==> src/rtl/biss_master.sv <==
// BiSS-C master for one encoder channel: generates MA, sequences one frame per
// trigger, checks the CRC and reports position plus sticky STATUS.
module biss_master #(
    parameter int unsigned ACK_MAX  = 16,
    parameter int unsigned STOP_MAX = 4096
) (
    input  logic        clk_i,
    input  logic        reset_i,
    input  logic [7:0]  BITS,
    input  logic [15:0] CLK_DIV,
    input  logic        trig_i,
    output logic [31:0] STATUS,
    input  logic        STATUS_RSTB,
    output logic        biss_ma_o,
    input  logic        biss_slo_i,
    output logic [31:0] posn_o,
    output logic        posn_valid_o,
    output logic        busy_o
);
    localparam int unsigned CNT_MAX = (ACK_MAX > 32) ? ACK_MAX : 32;
    localparam int unsigned CNT_W   = $clog2(CNT_MAX + 1);
    localparam int unsigned STOP_W  = $clog2(STOP_MAX + 1);

    localparam logic [2:0] S_IDLE  = 3'd0;
    localparam logic [2:0] S_ACK   = 3'd1;
    localparam logic [2:0] S_START = 3'd2;
    localparam logic [2:0] S_CDS   = 3'd3;
    localparam logic [2:0] S_DATA  = 3'd4;
    localparam logic [2:0] S_EW    = 3'd5;
    localparam logic [2:0] S_CRC   = 3'd6;
    localparam logic [2:0] S_STOP  = 3'd7;

    logic [2:0]        r_state, w_state;
    logic [15:0]       r_div, w_div;
    logic [5:0]        r_bits, w_bits;
    logic [15:0]       r_hcnt, w_hcnt;
    logic              r_ma, w_ma;
    logic [CNT_W-1:0]  r_cnt, w_cnt;
    logic [STOP_W-1:0] r_stop, w_stop;
    logic [16:0]       r_hi, w_hi;
    logic [31:0]       r_shift, w_shift;
    logic [5:0]        r_crc, w_crc;
    logic [4:0]        r_rx, w_rx;
    logic [31:0]       r_posn, w_posn;
    logic              r_valid, w_valid;
    logic              r_busy;
    logic [5:0]        r_flags, w_flags, w_set;
    logic [15:0]       r_good, w_good;
    logic              w_inc;

    logic [15:0] w_div_in;
    logic [5:0]  w_bits_in;
    logic        w_clocking, w_tick, w_sample, w_fb;
    logic [5:0]  w_crc_step;
    logic [31:0] w_mask, w_ext;
    logic [16:0] w_hi_full;

    // Frame-invariant helpers: clamped settings, MA tick, CRC step, sign extension
    always_comb begin
        w_div_in   = (CLK_DIV < 16'd2) ? 16'd2 : CLK_DIV;
        w_bits_in  = (BITS == 8'd0) ? 6'd1 : ((BITS > 8'd32) ? 6'd32 : BITS[5:0]);
        w_clocking = (r_state != S_IDLE) && (r_state != S_STOP);
        w_tick     = (r_hcnt == (r_div - 16'd1));
        w_sample   = w_tick && r_ma;
        w_fb       = r_crc[5] ^ biss_slo_i;
        w_crc_step = {r_crc[4:0], w_fb} ^ {4'd0, w_fb, 1'b0};
        w_mask     = 32'hFFFF_FFFF >> (6'd32 - r_bits);
        w_ext      = (r_shift & w_mask) | ({32{r_shift[5'(r_bits - 6'd1)]}} & ~w_mask);
        w_hi_full  = 17'({r_div, 1'b0}) - 17'd1;
    end

    // Next-state and datapath
    always_comb begin
        w_state = r_state;
        w_div   = r_div;
        w_bits  = r_bits;
        w_hcnt  = r_hcnt;
        w_ma    = r_ma;
        w_cnt   = r_cnt;
        w_stop  = r_stop;
        w_hi    = r_hi;
        w_shift = r_shift;
        w_crc   = r_crc;
        w_rx    = r_rx;
        w_posn  = r_posn;
        w_valid = 1'b0;
        w_set   = '0;
        w_inc   = 1'b0;

        if (trig_i && (r_state != S_IDLE)) w_set[5] = 1'b1;

        if (w_clocking) begin
            if (w_tick) begin
                w_hcnt = '0;
                w_ma   = ~r_ma;
            end else begin
                w_hcnt = r_hcnt + 16'd1;
            end
        end

        case (r_state)
            S_IDLE: begin
                w_ma = 1'b1;
                if (trig_i) begin
                    w_state = S_ACK;
                    w_div   = w_div_in;
                    w_bits  = w_bits_in;
                    w_hcnt  = w_div_in - 16'd1;
                    w_cnt   = '0;
                    w_shift = '0;
                    w_crc   = '0;
                    w_rx    = '0;
                end
            end
            S_ACK: if (w_sample) begin
                if (!biss_slo_i) begin
                    w_state = S_START;
                    w_cnt   = '0;
                end else if (r_cnt == CNT_W'(ACK_MAX - 1)) begin
                    w_set[1] = 1'b1;
                    w_state  = S_STOP;
                    w_stop   = '0;
                    w_hi     = '0;
                end else begin
                    w_cnt = r_cnt + CNT_W'(1);
                end
            end
            S_START: if (w_sample) begin
                if (biss_slo_i) begin
                    w_state = S_CDS;
                    w_cnt   = '0;
                end else if (r_cnt == CNT_W'(ACK_MAX - 1)) begin
                    w_set[1] = 1'b1;
                    w_state  = S_STOP;
                    w_stop   = '0;
                    w_hi     = '0;
                end else begin
                    w_cnt = r_cnt + CNT_W'(1);
                end
            end
            S_CDS: if (w_sample) begin
                w_state = S_DATA;
                w_cnt   = '0;
            end
            S_DATA: if (w_sample) begin
                w_shift = {r_shift[30:0], biss_slo_i};
                w_crc   = w_crc_step;
                if (r_cnt == CNT_W'(r_bits - 6'd1)) begin
                    w_state = S_EW;
                    w_cnt   = '0;
                end else begin
                    w_cnt = r_cnt + CNT_W'(1);
                end
            end
            S_EW: if (w_sample) begin
                w_crc = w_crc_step;
                if (r_cnt == '0) begin
                    w_set[3] = ~biss_slo_i;
                    w_cnt    = CNT_W'(1);
                end else begin
                    w_set[4] = ~biss_slo_i;
                    w_state  = S_CRC;
                    w_cnt    = '0;
                end
            end
            S_CRC: if (w_sample) begin
                w_rx = {r_rx[3:0], biss_slo_i};
                if (r_cnt == CNT_W'(5)) begin
                    w_state = S_STOP;
                    w_stop  = '0;
                    w_hi    = '0;
                    // Received CRC is sent inverted
                    if (~{r_rx, biss_slo_i} == r_crc) begin
                        w_posn  = w_ext;
                        w_valid = 1'b1;
                        w_inc   = 1'b1;
                    end else begin
                        w_set[0] = 1'b1;
                    end
                end else begin
                    w_cnt = r_cnt + CNT_W'(1);
                end
            end
            S_STOP: begin
                // Finish the current low phase, then hold MA high for a full period
                if (!r_ma) begin
                    if (w_tick) begin
                        w_ma   = 1'b1;
                        w_hcnt = '0;
                    end else begin
                        w_hcnt = r_hcnt + 16'd1;
                    end
                end else if (r_hi < w_hi_full) begin
                    w_hi = r_hi + 17'd1;
                end
                if (r_stop != STOP_W'(STOP_MAX - 1)) w_stop = r_stop + STOP_W'(1);

                if (biss_slo_i && r_ma && (r_hi >= w_hi_full)) begin
                    w_state = S_IDLE;
                end else if (!biss_slo_i && (r_stop == STOP_W'(STOP_MAX - 1))) begin
                    w_set[2] = 1'b1;
                    w_state  = S_IDLE;
                end
            end
            default: w_state = S_IDLE;
        endcase

        // A set on the same cycle as a clear survives the clear
        if (STATUS_RSTB) begin
            w_flags = w_set;
            w_good  = w_inc ? 16'd1 : 16'd0;
        end else begin
            w_flags = r_flags | w_set;
            w_good  = r_good + 16'(w_inc);
        end
    end

    always_ff @(posedge clk_i or posedge reset_i) begin
        if (reset_i) begin
            r_state <= S_IDLE;
            r_div   <= '0;
            r_bits  <= '0;
            r_hcnt  <= '0;
            r_ma    <= 1'b1;
            r_cnt   <= '0;
            r_stop  <= '0;
            r_hi    <= '0;
            r_shift <= '0;
            r_crc   <= '0;
            r_rx    <= '0;
            r_posn  <= '0;
            r_valid <= 1'b0;
            r_busy  <= 1'b0;
            r_flags <= '0;
            r_good  <= '0;
        end else begin
            r_state <= w_state;
            r_div   <= w_div;
            r_bits  <= w_bits;
            r_hcnt  <= w_hcnt;
            r_ma    <= w_ma;
            r_cnt   <= w_cnt;
            r_stop  <= w_stop;
            r_hi    <= w_hi;
            r_shift <= w_shift;
            r_crc   <= w_crc;
            r_rx    <= w_rx;
            r_posn  <= w_posn;
            r_valid <= w_valid;
            r_busy  <= (w_state != S_IDLE);
            r_flags <= w_flags;
            r_good  <= w_good;
        end
    end

    assign biss_ma_o    = r_ma;
    assign posn_o       = r_posn;
    assign posn_valid_o = r_valid;
    assign busy_o       = r_busy;
    assign STATUS       = {r_good, 10'd0, r_flags};

endmodule

==> config.mk <==
export PLATFORM = sky130hd
export DESIGN_NAME = biss_master
export DESIGN_NICKNAME = d
export VERILOG_FILES = /design/src/rtl/biss_master.sv
export SDC_FILE = /design/constraint.sdc
export NUM_CORES = 1
export LEC_CHECK = 0
export BUFFER_PORTS_ARGS = -buffer_cell sky130_fd_sc_hd__buf_2
export CAP_MARGIN = 40
export CORE_MARGIN = 10
export CORE_UTILIZATION = 57
export CTS_BUF_LIST = sky130_fd_sc_hd__clkbuf_16
export CTS_CLUSTER_DIAMETER = 40
export CTS_CLUSTER_SIZE = 20
export DETAILED_ROUTE_END_ITERATION = 8
export PLACE_DENSITY = 0.85
export SLEW_MARGIN = 0
export SYNTH_ARGS = -nofsm -noshare
export SYNTH_HDL_FRONTEND = slang
export SYNTH_SLANG_ARGS = --single-unit
==> constraint.sdc <==
create_clock -name clk_i -period 15.8 [get_ports clk_i]
set_input_delay 3.16 -clock clk_i [delete_from_list [all_inputs] [get_ports clk_i]]
set_output_delay 3.16 -clock clk_i [all_outputs]
set_load 0.05 [all_outputs]
; ---- After elaboration in Yosys (flattened, before gate mapping)
; Cells that the tools add are included.
[totals]
out_inout_bits = 67
register_bits = 177
[classes]
shift = 1
n_reduce_logical = 26
magnitude_cmp = 5
bitwise = 10
muxes = 97
n_eq_ne = 30
addsub = 10
[ops]
columns = cell, n
row1 = two-way mux 17 bit, 9
row2 = two-way mux 13 bit, 8
row3 = two-way mux 16 bit, 6
row4 = two-way mux 6 bit, 16
row5 = one-hot mux 17 bit (4 select lines), 1
row6 = bitwise AND 32 bit, 2
row7 = two-way mux 32 bit, 2
row8 = one-hot mux 32 bit (2 select lines), 1
row9 = one-hot mux 13 bit (4 select lines), 1
row10 = two-way mux 3 bit, 15
row11 = one-hot mux 6 bit (7 select lines), 1
row12 = inverter 32 bit, 1
row13 = bitwise OR 32 bit, 1
row14 = one-hot mux 16 bit (2 select lines), 1
row15 = >> shifter 32 x 6 -> 32 bit (first input constant), 1
row16 = subtractor 16 x 1 -> 16 bit (second input constant), 2
row17 = != test 2 bit (second input constant), 14
row18 = two-way mux 1 bit, 26
row19 = one-hot mux 3 bit (8 select lines), 1
row20 = AND reduction 9 bit, 2
row21 = adder 17 x 1 -> 17 bit (second input constant), 1
row22 = >= comparator 17 bit, 1
row23 = < comparator 17 bit, 1
row24 = subtractor 17 x 1 -> 17 bit (second input constant), 1
row25 = other kinds (45), 64

; ---- Longest topological paths before layout
[logic_depth]
ltp_word = 8
depth_mapped = 24
depth_no_buf = 21

; ---- Worst setup path before layout
; Ideal clock, no wire load.
[synth_timing]
path_kind = input to register
from = in CLK_DIV[14]
to = reg r_hcnt[14]
setup_ps = 128
setup_slack_ps = 9907
path_stages = 12
n_path_buf = 0
arrival_time_ps = 5766
t_required_ps = 15672
cell_sequence = or4_1 > nor4_1 > nand3b_1 > nand2_1 > ha_1 > nand2_1 > or3_1 > or3_1 > nor3_1 > xor2_1 > a222oi_1 > nand2_1
[synth_between]
elab_chain_cells = 5
[synth_lines]
columns = item, line
row1 = from (decl), 10  ; input logic [15:0] CLK_DIV,
row2 = < comparator 16 x 2 -> 1 bit, 60  ; w_div_in = (CLK_DIV < 16'd2) ? 16'd2 : CLK_DIV;
row3 = two-way mux 16 bit (*), 60
row4 = subtractor 16 x 1 -> 16 bit (*), 108  ; w_hcnt = w_div_in - 16'd1;
row5 = two-way mux 16 bit (*), 104  ; if (trig_i) begin
row6 = one-hot mux 16 bit (2 select lines) (*), 101  ; case (r_state)
row7 = net w_hcnt[14], 36  ; logic [15:0] r_hcnt, w_hcnt;
row8 = to (signal assigned), 240  ; r_hcnt <= w_hcnt;
row9 = to (decl), 36
; The timed path passes the listed nets; every way through them passes the cells marked *.
; A chain may end at the register's enable or synchronous reset.

; ---- Worst setup path in the final report
; Same ends and word-level chain as after synthesis.

==> reports/results.ini <==
[clocking]
clk_pin_slew_ps = 70
clock_path_buffers = 2
clockRootBuffer = clkbuf_16
cts_buffers = 17
cts_tree = done
htreeDepth = 4
ctsHoldBuffers = 0
clk-insertion-delay-late_ps = 440
cts_resized = 0
cts_setup_buffers = 0
cts.sinks = 177

[worst_setup_path]
cp.required_ps = 16120
cp-end-kind = flop
crit_top_cell = nand2_1
path_class = in -> reg
path_cells = buf_2 -> or4_1 -> nor4_1 -> nand3b_1 -> nand2_1 -> ha_1 -> nand2_1 -> or3_1 -> or3_1 -> nor3_1 -> xor2_1 -> a222oi_1 -> nand2_1
crit_path_max_incr_delay_ps = 580
critPathBufInv = 1
crit_fanout = 3
slowest_stage = or4_1
cp-start-kind = primary input
worstPathArrival_ps = 6290
crit_family = simple AND/OR/NAND/NOR gates

[timing]
whs_ps = 475
period_needed_ps = 5980
worst_slew_pin_slew_ps = 922
finalSetupViolCount = 0
finalClockSkew_ps = 12.7
rsz0062_at_grt = no
relSlewSlack = 0.380
setup_tns_ps = 0
finalCritPeriodShare = 0.378
finalHoldViolations = 0
report.final.slew_viol_count = 0
fin_ws_ps = 9820
clock.fmax_mhz = 167

[global_route]
gr-total-overflow = 0
grt_max_degree = 66
track_usage = 0.215
antenna_found_initial = 0
grt_pass1_vias = 8759
grt_pass1_wl_mm = 43.6

[pwr]
p_int_mw = 1.05
p_leak_nw = 5.44
powerDensity_nw_per_um2 = 151
pwr-share-clk = 0.249
power_frac_seq = 0.335
p_comb_frac = 0.415
swShare = 0.413
switchingPower_uw = 741
ir_drop_mv = 0.115

[die]
fp.dieW_um = 157
initial_core_util = 0.576
coreArea_um2 = 18600
ios = 96
dieArea_um2 = 24600
dieHeight_um = 157
std_cell_rows = 50

[synth]
synth_top_area_frac = 0.412
async_flop_share = 1.00
yosys_warnings = 0
synth_edf_count = 0
synth_ff_type = dfrtp_1
synth.distinct_cells = 75
syn_area_per_cell_um2 = 9.14
ys_ff_latch = 177
synth_area_um2 = 10700
synth_area_leaders = dfrtp_1 (41%), nand2_1 (6.4%), o21ai_0 (4.1%)
yosysSeqAreaShare = 0.414
netlist_instances = 1170
synth_area_leader_cell = dfrtp_1

[drt]
drtAntennaViolNets = 0
drt_pre_antenna_iters = 5
wl_mm = 26.4
wl_per_cell_um = 18.0
drt-initial-drc-count = 858
routed_via_density = 6.26
routed-via-count = 9175
drcViolationCount = 0

[status]
status = completed

[job]
maxCapViolations = 0

[layout]
layout_commonest_cell = nand2_1
drive_gt1_frac = 0.125
syn2layout_area_growth_pct = 11.0
utilization = 0.639
nets = 1280
mostFrequentLayoutCells = nand2_1 (181), dfrtp_1 (176), o21ai_0 (88)
diodes = 0

[placement]
gp_congestion = 0.932
port_buffers = 85
place_hpwl_mm = 18.7
dpl_worst_slack_ps = 9390

[min_path]
min_path_type = reg -> reg

[tightest hold or removal path, delay by kind of cell (launching register included)]
| kind | cells | cell delay, ps |
|---|---|---|
| compound gates | 1 | 60 |
| flops | 1 | 340 |
| simple gates | 1 | 50 |
[synth_stat cells, types with 31 or more instances]
master	n
nand2_1	181
dfrtp_1	176
o21ai_0	88
nor2_1	71
clkbuf_1	59
a21oi_1	47
xor2_1	47
a22o_1	43
nand3_1	39
mux2i_1	35
xnor2_1	35
ha_1	32
inv_1	32
nor3_1	31
[sequential cells by signal, indices dropped and copies added, names as in the netlist, 13 cells and up]
name	flops
r_hi	17
posn_o	32
r_good	16
r_stop	13
r_hcnt	16
r_div	16
r_shift	32
[final cells by class]
type	instances	area (um^2)
Inverter	32	125
Timing Repair Buffer	95	541
Clock inverter	15	194
Clock buffer	17	425
Sequential cell	177	4430
Fill cell	1496	6710
Multi-Input combinational cell	896	5860
Tap cell	234	293
[kinds of logic (layout without fill, tap and decap cells)]
logic type                 after synthesis  in the layout  synth area share
and+or+nand+nor                        450            450             0.207
AOI/OAI and AO/OA                      273            273             0.169
DFF                                    177            177             0.414
buffers and inverters                  106            159            0.0425
xor gates and xnor gates                86             86            0.0756
muxes                                   45             45            0.0538
adders and majority gates               32             32            0.0374
other                                    1             10          0.000351
[power groups by stage]
stage | Sequential [mW] | Combinational (mW) | Clock [mW]
3_3_place_gp | 0.603 | 0.703 | 0
2_1_floorplan | 0.553 | 0.609 | 0
5_1_grt | 0.610 | 0.818 | 0.472
3_5_place_dp | 0.606 | 0.721 | 0
6_report | 0.601 | 0.744 | 0.447
4_1_cts | 0.598 | 0.734 | 0.452
[metal layers]
metal	share of wire	global-route usage
met5	0	0
met4	0.020	0.0634
met3	0.063	0.0459
met2	0.50	0.362
met1	0.41	0.271
[stage by stage]
stage	cell area, um^2	power (mW)	std cells
floorplan	10700	1.16	1179
global placement	11200	1.31	1431
detailed placement	11200	1.33	1434
CTS	11900	1.78	1466
global route	11900	1.90	1466
finish	11900	1.79	1466
[final timing paths]
check / startpoint / endpoint / slack [ps] / cells after the start
worst max-delay path: CLK_DIV[14] / r_hcnt[14]$_DFF_PP0_ / 9820 / 13
worst max register to register: r_div[0]$_DFFE_PP0P_ / r_good[14]$_DFF_PP0_ / 9840 / 21
max in group asynchronous: reset_i / r_div[1]$_DFFE_PP0P_ / 11190 / 4
min in group asynchronous: reset_i / r_good[1]$_DFF_PP0_ / 2790 / 2
worst min register to register: posn_o[2]$_DFFE_PP0P_ / posn_o[2]$_DFFE_PP0P_ / 480 / 2
worst min-delay path: posn_o[2]$_DFFE_PP0P_ / posn_o[2]$_DFFE_PP0P_ / 480 / 2
Power figures use the tool's default switching activity.
